===== src/rtl/ysyx_23060061_wbu_pkg.sv =====
// Shared definitions for the write-back unit: default widths, FIFO depth,
// pending-write counter width, the buffered result entry layout and the x0 index.
// Optional forwarding is enabled by defining YSYX_23060061_WBU_FWD_EN.
package ysyx_23060061_wbu_pkg;

    localparam int WBU_ADDR_WIDTH = 5;
    localparam int WBU_DATA_WIDTH = 32;
    localparam int WBU_DEPTH      = 2;
    localparam int WBU_CNT_WIDTH  = 2;

    // Register index that is hardwired to zero; writes to it are dropped.
    localparam logic [WBU_ADDR_WIDTH-1:0] X0_IDX = '0;

    // One buffered result at the default widths.
    typedef struct packed {
        logic [WBU_ADDR_WIDTH-1:0] rd;
        logic [WBU_DATA_WIDTH-1:0] data;
    } wbu_entry_t;

endpackage


===== src/rtl/ysyx_23060061_wbu_fifo.sv =====
// Result FIFO for the write-back unit: DEPTH entries of {rd, data}.
// Ports: push_i/push_rd_i/push_data_i write the tail, pop_i drops the head,
// head_rd_o/head_data_o show the head, full_o/count_o give occupancy; with
// YSYX_23060061_WBU_FWD_EN an age-ordered view (index 0 = oldest) is exported.
module ysyx_23060061_wbu_fifo #(
    parameter int ADDR_WIDTH = 5,
    parameter int DATA_WIDTH = 32,
    parameter int DEPTH      = 2
) (
    input  logic                                 clk,
    input  logic                                 rst,
    input  logic                                 push_i,
    input  logic [ADDR_WIDTH-1:0]                push_rd_i,
    input  logic [DATA_WIDTH-1:0]                push_data_i,
    input  logic                                 pop_i,
    output logic [ADDR_WIDTH-1:0]                head_rd_o,
    output logic [DATA_WIDTH-1:0]                head_data_o,
    output logic                                 full_o,
`ifdef YSYX_23060061_WBU_FWD_EN
    output logic [DEPTH-1:0]                     ord_vld_o,
    output logic [DEPTH-1:0][ADDR_WIDTH-1:0]     ord_rd_o,
    output logic [DEPTH-1:0][DATA_WIDTH-1:0]     ord_data_o,
`endif
    output logic [$clog2(DEPTH):0]               count_o
);

    localparam int PTR_W = $clog2(DEPTH);
    localparam int CNT_W = PTR_W + 1;

    typedef struct packed {
        logic [ADDR_WIDTH-1:0] rd;
        logic [DATA_WIDTH-1:0] data;
    } entry_t;

    entry_t           mem_q [DEPTH];
    logic [PTR_W-1:0] wr_ptr_q, wr_ptr_d;
    logic [PTR_W-1:0] rd_ptr_q, rd_ptr_d;
    logic [CNT_W-1:0] cnt_q, cnt_d;

    // DEPTH is a power of two, so pointers wrap naturally.
    always_comb begin
        wr_ptr_d = wr_ptr_q;
        rd_ptr_d = rd_ptr_q;
        cnt_d    = cnt_q;
        if (push_i) wr_ptr_d = wr_ptr_q + 1'b1;
        if (pop_i)  rd_ptr_d = rd_ptr_q + 1'b1;
        if (push_i && !pop_i)      cnt_d = cnt_q + 1'b1;
        else if (pop_i && !push_i) cnt_d = cnt_q - 1'b1;
    end

    always_ff @(posedge clk) begin
        if (rst) begin
            wr_ptr_q <= '0;
            rd_ptr_q <= '0;
            cnt_q    <= '0;
        end else begin
            wr_ptr_q <= wr_ptr_d;
            rd_ptr_q <= rd_ptr_d;
            cnt_q    <= cnt_d;
        end
    end

    // Storage needs no reset: occupancy alone decides what is valid.
    always_ff @(posedge clk) begin
        if (push_i) mem_q[wr_ptr_q] <= '{rd: push_rd_i, data: push_data_i};
    end

    assign head_rd_o   = mem_q[rd_ptr_q].rd;
    assign head_data_o = mem_q[rd_ptr_q].data;
    assign full_o      = (cnt_q == CNT_W'(DEPTH));
    assign count_o     = cnt_q;

`ifdef YSYX_23060061_WBU_FWD_EN
    always_comb begin
        ord_vld_o  = '0;
        ord_rd_o   = '0;
        ord_data_o = '0;
        for (int k = 0; k < DEPTH; k++) begin
            ord_vld_o[k]  = (CNT_W'(k) < cnt_q);
            ord_rd_o[k]   = mem_q[rd_ptr_q + PTR_W'(k)].rd;
            ord_data_o[k] = mem_q[rd_ptr_q + PTR_W'(k)].data;
        end
    end
`endif

endmodule


===== src/rtl/ysyx_23060061_wbu.sv =====
// Write-back unit: buffers EXU/LSU results and drains one per cycle into the
// register file write port; a per-register pending-write scoreboard drives busy1/2.
// Ports: in_* accept results, drain_en gates draining, issue_* track writers,
// raddr*/busy*/fwd_* serve IDU, rf_* drive the register file. Forwarding is
// built only when YSYX_23060061_WBU_FWD_EN is defined; otherwise fwd_* are 0.
module ysyx_23060061_wbu
    import ysyx_23060061_wbu_pkg::*;
#(
    parameter int ADDR_WIDTH = WBU_ADDR_WIDTH,
    parameter int DATA_WIDTH = WBU_DATA_WIDTH,
    parameter int DEPTH      = WBU_DEPTH,
    parameter int CNT_WIDTH  = WBU_CNT_WIDTH
) (
    input  logic                  clk,
    input  logic                  rst,
    input  logic                  in_valid,
    output logic                  in_ready,
    input  logic [ADDR_WIDTH-1:0] in_rd,
    input  logic [DATA_WIDTH-1:0] in_data,
    input  logic                  drain_en,
    input  logic                  issue_valid,
    input  logic [ADDR_WIDTH-1:0] issue_rd,
    output logic                  issue_ready,
    input  logic [ADDR_WIDTH-1:0] raddr1,
    input  logic [ADDR_WIDTH-1:0] raddr2,
    output logic                  busy1,
    output logic                  busy2,
    output logic                  fwd_valid1,
    output logic                  fwd_valid2,
    output logic [DATA_WIDTH-1:0] fwd_data1,
    output logic [DATA_WIDTH-1:0] fwd_data2,
    output logic                  rf_wen,
    output logic [ADDR_WIDTH-1:0] rf_waddr,
    output logic [DATA_WIDTH-1:0] rf_wdata
);

    localparam int                    NREG    = 1 << ADDR_WIDTH;
    localparam logic [ADDR_WIDTH-1:0] X0      = ADDR_WIDTH'(X0_IDX);
    localparam logic [CNT_WIDTH-1:0]  CNT_MAX = '1;

    logic                  push, pop, issue_fire;
    logic                  fifo_full;
    logic [$clog2(DEPTH):0] fifo_count;
    logic [ADDR_WIDTH-1:0] head_rd;
    logic [DATA_WIDTH-1:0] head_data;
`ifdef YSYX_23060061_WBU_FWD_EN
    logic [DEPTH-1:0]                 ord_vld;
    logic [DEPTH-1:0][ADDR_WIDTH-1:0] ord_rd;
    logic [DEPTH-1:0][DATA_WIDTH-1:0] ord_data;
`endif

    assign in_ready = !fifo_full;
    assign push     = in_valid && in_ready;
    assign pop      = (fifo_count != '0) && drain_en;

    ysyx_23060061_wbu_fifo #(
        .ADDR_WIDTH (ADDR_WIDTH),
        .DATA_WIDTH (DATA_WIDTH),
        .DEPTH      (DEPTH)
    ) u_fifo (
        .clk         (clk),
        .rst         (rst),
        .push_i      (push),
        .push_rd_i   (in_rd),
        .push_data_i (in_data),
        .pop_i       (pop),
        .head_rd_o   (head_rd),
        .head_data_o (head_data),
        .full_o      (fifo_full),
`ifdef YSYX_23060061_WBU_FWD_EN
        .ord_vld_o   (ord_vld),
        .ord_rd_o    (ord_rd),
        .ord_data_o  (ord_data),
`endif
        .count_o     (fifo_count)
    );

    // x0 results still drain (keeping order) but never reach the register file.
    assign rf_wen   = pop && (head_rd != X0);
    assign rf_waddr = head_rd;
    assign rf_wdata = head_data;

    // Pending-write scoreboard.
    logic [CNT_WIDTH-1:0] cnt_q [NREG];
    logic [CNT_WIDTH-1:0] cnt_d [NREG];

    assign issue_ready = (issue_rd == X0) || (cnt_q[issue_rd] != CNT_MAX);
    assign issue_fire  = issue_valid && issue_ready && (issue_rd != X0);

    always_comb begin
        for (int r = 0; r < NREG; r++) begin
            cnt_d[r] = cnt_q[r];
            if (r == 0) begin
                cnt_d[r] = '0;
            end else if (issue_fire && issue_rd == ADDR_WIDTH'(r)) begin
                // A coinciding pop of the same register cancels the issue.
                if (!(pop && head_rd == ADDR_WIDTH'(r))) cnt_d[r] = cnt_q[r] + 1'b1;
            end else if (pop && head_rd == ADDR_WIDTH'(r) && cnt_q[r] != '0) begin
                // A pop with nothing pending is a producer error; hold at 0.
                cnt_d[r] = cnt_q[r] - 1'b1;
            end
        end
    end

    always_ff @(posedge clk) begin
        if (rst) begin
            for (int r = 0; r < NREG; r++) cnt_q[r] <= '0;
        end else begin
            for (int r = 0; r < NREG; r++) cnt_q[r] <= cnt_d[r];
        end
    end

    assign busy1 = (raddr1 != X0) && (cnt_q[raddr1] != '0);
    assign busy2 = (raddr2 != X0) && (cnt_q[raddr2] != '0);

`ifdef YSYX_23060061_WBU_FWD_EN
    // Scan oldest to youngest so the youngest matching entry wins.
    always_comb begin
        fwd_valid1 = 1'b0;
        fwd_valid2 = 1'b0;
        fwd_data1  = '0;
        fwd_data2  = '0;
        for (int k = 0; k < DEPTH; k++) begin
            if (ord_vld[k] && raddr1 != X0 && ord_rd[k] == raddr1) begin
                fwd_valid1 = 1'b1;
                fwd_data1  = ord_data[k];
            end
            if (ord_vld[k] && raddr2 != X0 && ord_rd[k] == raddr2) begin
                fwd_valid2 = 1'b1;
                fwd_data2  = ord_data[k];
            end
        end
    end
`else
    assign fwd_valid1 = 1'b0;
    assign fwd_valid2 = 1'b0;
    assign fwd_data1  = '0;
    assign fwd_data2  = '0;
`endif

endmodule


===== config.mk =====
export PLATFORM = sky130hd
export DESIGN_NAME = ysyx_23060061_wbu
export DESIGN_NICKNAME = d
export VERILOG_FILES = /design/src/rtl/ysyx_23060061_wbu_pkg.sv /design/src/rtl/ysyx_23060061_wbu_fifo.sv /design/src/rtl/ysyx_23060061_wbu.sv
export SDC_FILE = /design/constraint.sdc
export NUM_CORES = 1
export LEC_CHECK = 0
export ABC_AREA = 1
export BUFFER_PORTS_ARGS = -buffer_cell sky130_fd_sc_hd__buf_4
export CAP_MARGIN = 15
export CELL_PAD_IN_SITES_DETAIL_PLACEMENT = 1
export CELL_PAD_IN_SITES_GLOBAL_PLACEMENT = 1
export CORE_MARGIN = 3
export CORE_UTILIZATION = 35
export DETAILED_ROUTE_END_ITERATION = 8
export PLACE_DENSITY = 0.78
export SYNTH_ARGS = -nofsm -noshare
export SYNTH_HDL_FRONTEND = slang
export SYNTH_SLANG_ARGS = --single-unit

===== constraint.sdc =====
create_clock -name clk -period 4 [get_ports clk]
set_clock_uncertainty 0.15 [all_clocks]
set_input_delay 0.6 -clock clk [delete_from_list [all_inputs] [get_ports clk]]
set_output_delay 0.6 -clock clk [all_outputs]
set_load 0.005 [all_outputs]

# Word level (Yosys, flattened, before mapping)
# Memory sizes are Yosys's and may differ from the RTL's. A register that Yosys moved wholly into a read port is not among the register bits.
# Index checks and enable logic that the tools add are counted.
dict set report totals {
  n_memories 2
  mem_bits_rw 138
  register_bits 4
  out_inout_bits 108
  inputBits 57
}
dict set report classes {
  add_sub_neg 66
  reduce_logical 146
  bitwise 32
  n_mux 134
  n_eq_ne 64
}
# name depth width rd rd_clocked_by_memory_dff wr line_no
set memory_table {}
lappend memory_table {u_fifo.mem_q 2 37 1 1 1 ysyx_23060061_wbu_fifo.sv:35} ;# entry_t mem_q [DEPTH];
lappend memory_table {cnt_q 32 2 34 0 32 ysyx_23060061_wbu.sv:84} ;# logic [CNT_WIDTH-1:0] cnt_q [NREG];
# op n
set ops {}
lappend ops {{2-bit 2-to-1 mux} 127}
lappend ops {{5-bit == test (second input constant)} 32}
lappend ops {{1-bit logical AND} 102}
lappend ops {{5-bit by 4-bit == test with 1-bit output (second input constant)} 16}
lappend ops {{2-bit nonzero test} 35}
lappend ops {{2-bit by 1-bit adder with 2-bit output (second input constant)} 32}
lappend ops {{2-bit by 1-bit subtractor with 2-bit output (second input constant)} 32}
lappend ops {{5-bit by 3-bit == test with 1-bit output (second input constant)} 8}
lappend ops {{1-bit OR} 32}
lappend ops {{5-bit by 2-bit == test with 1-bit output (second input constant)} 4}
lappend ops {{5-bit nonzero test} 4}
lappend ops {{5-bit by 1-bit == test with 1-bit output (second input constant)} 2}
lappend ops {{1-bit 2-to-1 mux} 7}
lappend ops {{5-bit zero test} 1}
lappend ops {{1-bit zero test} 3}
lappend ops {{1-bit adder (second input constant)} 2}
lappend ops {{2-bit == test (second input constant)} 1}
lappend ops {{2-bit inequality test (second input constant)} 1}
lappend ops {{1-bit logical OR} 1}

# Depth between registers and ports, before layout
# Gate-level depths: netlist of run 1.
# An unclocked memory read counts as a cell.
dict set report logic_depth {
  word_depth 8
  mapped_depth 21
  mapped_depth_nobuf 18
}

# Modules after synthesis
# From an unflattened synthesis of run 1, not the netlist that was laid out.
dict set report hier_totals {
  cells_unflattened 1284
  hier_area_um2 9107.5
}
# mod instances cells_each seq_area_each_um2 area_per_inst_um2
set modules_own_cells {}
lappend modules_own_cells {ysyx_23060061_wbu 1 1137 1241.2 6062.1}
lappend modules_own_cells {ysyx_23060061_wbu_fifo 1 147 2322.2 3045.4}

# Least setup slack after synthesis of run 1
# OpenSTA, ideal clock, no wires.
dict set report synth_timing {
  path_type {input-to-reg}
  startpoint {input port in_valid}
  endpoint {memory u_fifo.mem_q[1][0] (netlist name) (enable)}
  path_slack_ns 1.149
  required_time_ns 3.417
  n_path_buf 0
  t_arrival_ns 2.269
  stages 2
  setup_time_ns 0.433
  cell_sequence {nand2_1 -> nor2_1}
}
dict set report synth_between {
  elab_chain_cells 3
}
# item line_no
set synth_lines {}
lappend synth_lines {{start, declared} ysyx_23060061_wbu.sv:16} ;# input logic in_valid,
lappend synth_lines {{1-bit logical AND} ysyx_23060061_wbu.sv:53} ;# assign push = in_valid && in_ready;
lappend synth_lines {{1-bit 2-to-1 mux} ysyx_23060061_wbu_fifo.sv:65} ;# if (push_i) mem_q[wr_ptr_q] <= '{rd: push_rd_i, data: push_data_i};
lappend synth_lines {{1-bit 2-to-1 mux (not written as such)} ysyx_23060061_wbu_fifo.sv:65}
lappend synth_lines {{end, declared} ysyx_23060061_wbu_fifo.sv:35}
# No other way between the ends.

# Worst setup path after layout of run 1
dict set report layout_timing {
  startpoint {input port issue_rd[0]}
  endpoint {output port issue_ready}
}
dict set report layout_between {
  elab_chain_cells 3
  word_cells_on_any_way 4
  cone_classes {1 x eq/ne; 2 x reduce/logical; 1 x memory}
}
# item line_no
set layout_lines {}
lappend layout_lines {{start, declared} ysyx_23060061_wbu.sv:22} ;# input logic [ADDR_WIDTH-1:0] issue_rd,
lappend layout_lines {{memory 32 x 2 bit} --}
lappend layout_lines {{2-bit inequality test} ysyx_23060061_wbu.sv:87} ;# assign issue_ready = (issue_rd == X0) || (cnt_q[issue_rd] != CNT_MAX);
lappend layout_lines {{1-bit logical OR *} ysyx_23060061_wbu.sv:87}
lappend layout_lines {{end, declared} ysyx_23060061_wbu.sv:23} ;# output logic issue_ready,
# Mark *: on every way between the ends. The rest lies on a longest branch, timed or not.

==> results of run 1 <==
==> stage by stage <==
step / utilization / total power, W / cells / instance area (um^2) / hold WS (ps)
6_report: 0.417 / 0.00440 / 1682 / 10300 / 196
5_1_grt: 0.417 / 0.00461 / 1682 / 10300 / 170
4_1_cts: 0.416 / 0.00443 / 1681 / 10300 / 180
3_5_place_dp: 0.392 / 0.00277 / 1649 / 9680 / 313
3_3_place_gp: 0.392 / 0.00273 / 1649 / 9680 / 307
2_1_floorplan: - / 0.00235 / 1328 / 9140 / 286
==> layout make-up <==
cell class,count,share of cell area
repair buffers,109,0.0832
well taps,324,0.0394
multi-input cells,960,0.431
flip-flops and latches,141,0.346
inverters,116,0.0426
clock inverters,14,0.0162
clock buffers,18,0.0417
==> worst max-delay path, stage by stage <==
cell and delay (ps):
buf_4 340, nand2_1 250, nor2_1 240, nand2_1 80, nand3_1 100, nor2_1 60, nand2_1 80, nand2_1 60
nand2_1 160, nand2_2 340, buf_4 280
==> power by group through the flow <==
stage          Combinational, W  Clock, W  Sequential, W
3_5_place_dp           0.000983         0        0.00178
6_report               0.000999   0.00165        0.00175
4_1_cts                0.000993   0.00169        0.00175
5_1_grt                 0.00110   0.00175        0.00176
3_3_place_gp           0.000958         0        0.00177
2_1_floorplan          0.000594         0        0.00175
==> placed cells by master (no fill, tap or decap), drive strengths merged, types with 32 or more instances in the layout <==
cell	instances
inv	125
dfxtp	67
o21ai	49
buf	109
nand4	45
conb	66
a21oi	83
edfxtp	74
nand2	375
nand3	105
mux2	32
nor2	162
==> registers in the layout, summed over array words and instances, names as in the netlist, named ones only <==
name and count:
u_fifo.wr_ptr_q 1, cnt_q 62, u_fifo.mem_q 74, u_fifo.count_o 2, u_fifo.rd_ptr_q 1
==> per-layer routing <==
metal  wire [um]  part of all wire  up-vias  GRT usage
met4         781             0.027        0     0.0756
li1            -                 -     4200          -
met5           0                 0        -          0
met1       12600              0.43     4169      0.279
met2       14300              0.49      197      0.366
met3        1480             0.051       37     0.0389
==> logic make-up (layout without fill, tap and decap cells) <==
group / Yosys count / after routing / share of synthesized area
fa+ha+maj: 1 / 1 / 0.00141
buf+inv: 227 / 257 / 0.131
compound gates: 148 / 148 / 0.0904
mux: 32 / 32 / 0.0405
flops: 141 / 141 / 0.400
simple gates: 710 / 710 / 0.333
other cells: 1 / 66 / 0.000421
xor+xnor: 3 / 3 / 0.00295
==> path summary, 6_finish.rpt <==
kind / startpoint / endpoint / slack [ps] / cells past startpoint
setup / recovery: issue_rd[0] / issue_ready / 640 / 11
hold reg to reg: cnt_q[28][1]$_SDFFE_PP0P_ / cnt_q[28][1]$_SDFFE_PP0P_ / 320 / 2
hold / removal: in_data[25] / u_fifo.mem_q[0][25]$_DFFE_PP_ / 200 / 1
setup reg to reg: flip-flop / cnt_q[17][1]$_SDFFE_PP0P_ / 1240 / 11
==> reports/qor.yml, run 1 <==
fillers: 3197
critPathKind: "in2out"
grt_use_total: 0.217
worstMarginPinSlew_ps: 785
multiInputGateArea_um2: 4430
nNetsFinal: 1403
ys_warn_count: 0
initial_core_util: 0.361
grt_first_pass_wirelength_um: 46200
clk_latency_ps: 430
place.port_buffers: 98
hold_path.class: "in2reg"
fin_crit_sh: 0.840
fin_setup_tns_ps: 0
cp.arrival_ps: 2610
totalWireLength_um: 29200
p_seq_frac: 0.397
detail_route.wl_per_cell_um: 17.4
status: "finished clean"
dp_slack_ps: 614
synth_cells: 1263
synth_seq_area_share: 0.400
cts-hold-fix-buffers: 0
drtIter0Drc: 678
setup_viol: 0
mappedNetlistArea_um2: 8900
root_buffer: "clkbuf_16"
vias: 8603
cts_resized: 0
path_clk_slew_ps: 70
layout-drive-gt1-share: 0.133
worstSetupEndpointType: "output pin"
swShare: 0.321
p_switching_w: 0.00141
worst_slack_ps: 638
combinationalPowerShare: 0.227
num_rows: 57
drtPass1Iterations: 5
ys.flop_type: "edfxtp_1"
gp_congestion: 0.901
crit_fanout: 37
synth_top_area_frac: 0.250
syn2layout_area_growth_pct: 15.6
yosys_register_bits: 141
die_x_um: 165
relSlewSlack: 0.476
first_global_vias: 8636
avgSynthCellArea_um2: 7.05
dp.final_hpwl_um: 21700
synth_edf_count: 74
fin_crit_ps: 3360
clockBufferDepth: 2
power_leakage_nw: 4.41
yosysUniqueCellTypes: 35
worstPathRequired_ps: 3250
htree_num_levels: 4
n_antenna_cell: 0
cp-start-kind: "input port"
vias_per_cell: 5.11
yosys.area.top_type: "edfxtp_1"
synth_top_cells_by_count: "nand2_1, nor2_1, inv_1, nand3_1, a21oi_1"
hold_viol: 0
grt_start_max_net_pins: 47
antenna_found_initial: 0
cts_sinks: 141
grt-ovfl-total: 0
cap_violations: 0
seqCellArea_um2: 3560
cts_made_buffers: 17
pwr-share-clk: 0.376
rsz0062_at_grt: "false"
synth.most_common_cell: "nand2_1"
die_h_um: 165
drv_slew: 0
ios: 165
final_antenna_net_count: 0
synth_area_leaders: "edfxtp_1, nand2_1, dfxtp_1"
drc: 0
cts_setup_buffers: 0
ir_drop_mv: 0.265
cts_tree: "built"
die_area_um2: 27400
async_flop_share: 0
p_int_w: 0.00299
fmax_mhz: 297
p_per_area_nw_per_um2: 428
core-area_um2: 24700
No activity file was read; power rests on OpenSTA's default activity.
==> run 2: changes to the inputs <==
PLACE_DENSITY = 0.81   (was 0.78)
clock period = 2.8 ns   (was 4 ns; I/O delays follow)
==> run 2 against run 1 <==
Against the previous run:
- via count up 1.5%
- routed wire length up 6.8%
- combinational power up 48%
- cell area up 3.0%
- clock-buffer cell count down 1
==> reports/qor.yml, run 2 (synthesis results as in run 1) <==
status: "finished clean"
fin_util: 0.429
ir_drop_mv: 0.394
antenna_found_initial: 0
rsz0062_at_grt: "false"
r2r_start: "cnt_q[28][0]$_SDFFE_PP0P_"
grt-ovfl-total: 0
final_antenna_net_count: 0
cts_sinks: 141
drv_slew: 0
cts_made_buffers: 17
fin_crit_ps: 2700
die_x_um: 165
crit-reg2reg-capture: "cnt_q[18][1]$_SDFFE_PP0P_"
ios: 165
critPathKind: "reg2out"
setup_viol: 0
cts_setup_buffers: 0
grt_start_max_net_pins: 47
grt_first_pass_wirelength_um: 48100
cts_tree: "built"
fin_hold_ws_ps: 8.41
core-area_um2: 24700
root_buffer: "clkbuf_16"
cpPeakStageDelay_ps: 350
hold_viol: 0
rrSetupSlack_ps: 430
whs_endpoint: "u_fifo.mem_q[0][35]$_DFFE_PP_"
p_per_area_nw_per_um2: 602
detail_route.wl_per_cell_um: 18.3
syn2layout_area_growth_pct: 19.1
cap_violations: 0
die_h_um: 165
fin_setup_tns_ps: 0
clk_latency_ps: 440
relSlewSlack: 0.544
die_area_um2: 27400
power_leakage_nw: 4.55
drtIter0Drc: 474
path_clk_slew_ps: 80
r2r.worst_path.cells: 15
drc: 0
initial_core_util: 0.361
crit_slowest_cell: "dfxtp_1"
layout-drive-gt1-share: 0.145
first_global_vias: 8917
hold_path_startpoint: "in_rd[3]"
grt_use_total: 0.229
htree_num_levels: 4
n_antenna_cell: 0
worstMarginPinSlew_ps: 679
mostFrequentLayoutCell: "nand2_1"
clockBufferDepth: 2
cp-startpoint: "cnt_q[14][0]$_SDFFE_PP0P_"
drtPass1Iterations: 5
mostFrequentLayoutCells: "nand2_1, nor2_1, buf_4"
vias: 8729
min_delay_path_depth: 1
cpMostUsedCell: "a21oi_1"
nNetsFinal: 1430
power_w: 0.00637
totalWireLength_um: 31200
dp.final_hpwl_um: 23000
crit_fanout: 5
top_register: "u_fifo.mem_q"
stdcell_count: 1709
largest_register_ffs: 74
cp.arrival_ps: 2130
gp_congestion: 0.908
crit_chain: "nor2_1, a21oi_1, o21ai_0, a21oi_1, or3_1, a32o_1, buf_4"
worstPathRequired_ps: 2230
fin_crit_sh: 0.963
worstSetupEndpointType: "output pin"
placedCellCount: 1661
vias_per_cell: 5.11
hold_path.class: "in2reg"
fmax_mhz: 371
num_rows: 57
place.port_buffers: 98
cp-start-kind: "flip-flop"
[run 2: changes by cell type in the layout (fill, tap and decap cells not counted), moves of 5 or more]
cell and delta:
o21ai_0 -6, o21ai_1 +5, dlygate4sd3_1 +16, buf_4 +9, nor2_2 +5, nor2_1 -6
[run 2: worst max path at each step]
| stage | endpoint | slack [ps] |
|---|---|---|
| after floorplan | u_fifo.mem_q[1][0]$_DFFE_PP_ | 50 |
| after global placement | cnt_q[18][1]$_SDFFE_PP0P_ | 150 |
| after detailed placement | cnt_q[18][1]$_SDFFE_PP0P_ | 40 |
| after CTS | busy2 | 30 |
| after global routing | busy2 | 2 |
| final | busy1 | 100 |
[run 2: power by group]
group	internal [W]	total [W]	switching, W
Combinational	0.000606	0.00148	0.000875
Clock	0.00122	0.00238	0.00117
Sequential	0.00241	0.00251	0.000105
Total	0.00423	0.00637	0.00215
[run 2: repair_timing]
item / in CTS / in global routing
hold buffers: 14 / 2
endpoints found under the hold margin: 23 / 3
setup endpoints to repair: 1 / 7
gates resized for setup: 1 / 16
[run 2: metal layers]
layer / global-route usage / up-vias / wire, um
met4: 0.0771 / 0 / 905
met5: 0 / - / 0
li1: - / 4238 / -
met2: 0.415 / 238 / 16000
met3: 0.0367 / 47 / 1290
met1: 0.274 / 4206 / 13000
[run 2: worst max-delay path: cells and delay by family (launching register included)]
family / cells / cell delay (ps)
compound gates: 4 / 540
buf+inv: 1 / 130
flops: 1 / 350
simple gates: 2 / 660
[run 2: area by class of cell]
cell class	instances	area, um^2
Clock buffer	17	425
Clock inverter	15	180
Fill cell	3156	14100
Inverter	116	438
Multi-Input combinational cell	960	4460
Sequential cell	141	3570
Tap cell	324	405
Timing Repair Buffer	136	1120
[run 2: metrics by stage]
stage / instance area [um^2] / setup slack [ps]
floorplan: 9140 / 52.5
global placement: 9800 / 151
detailed placement: 9800 / 35.3
CTS: 10600 / 33.2
global route: 10600 / 2.29
finish: 10600 / 104
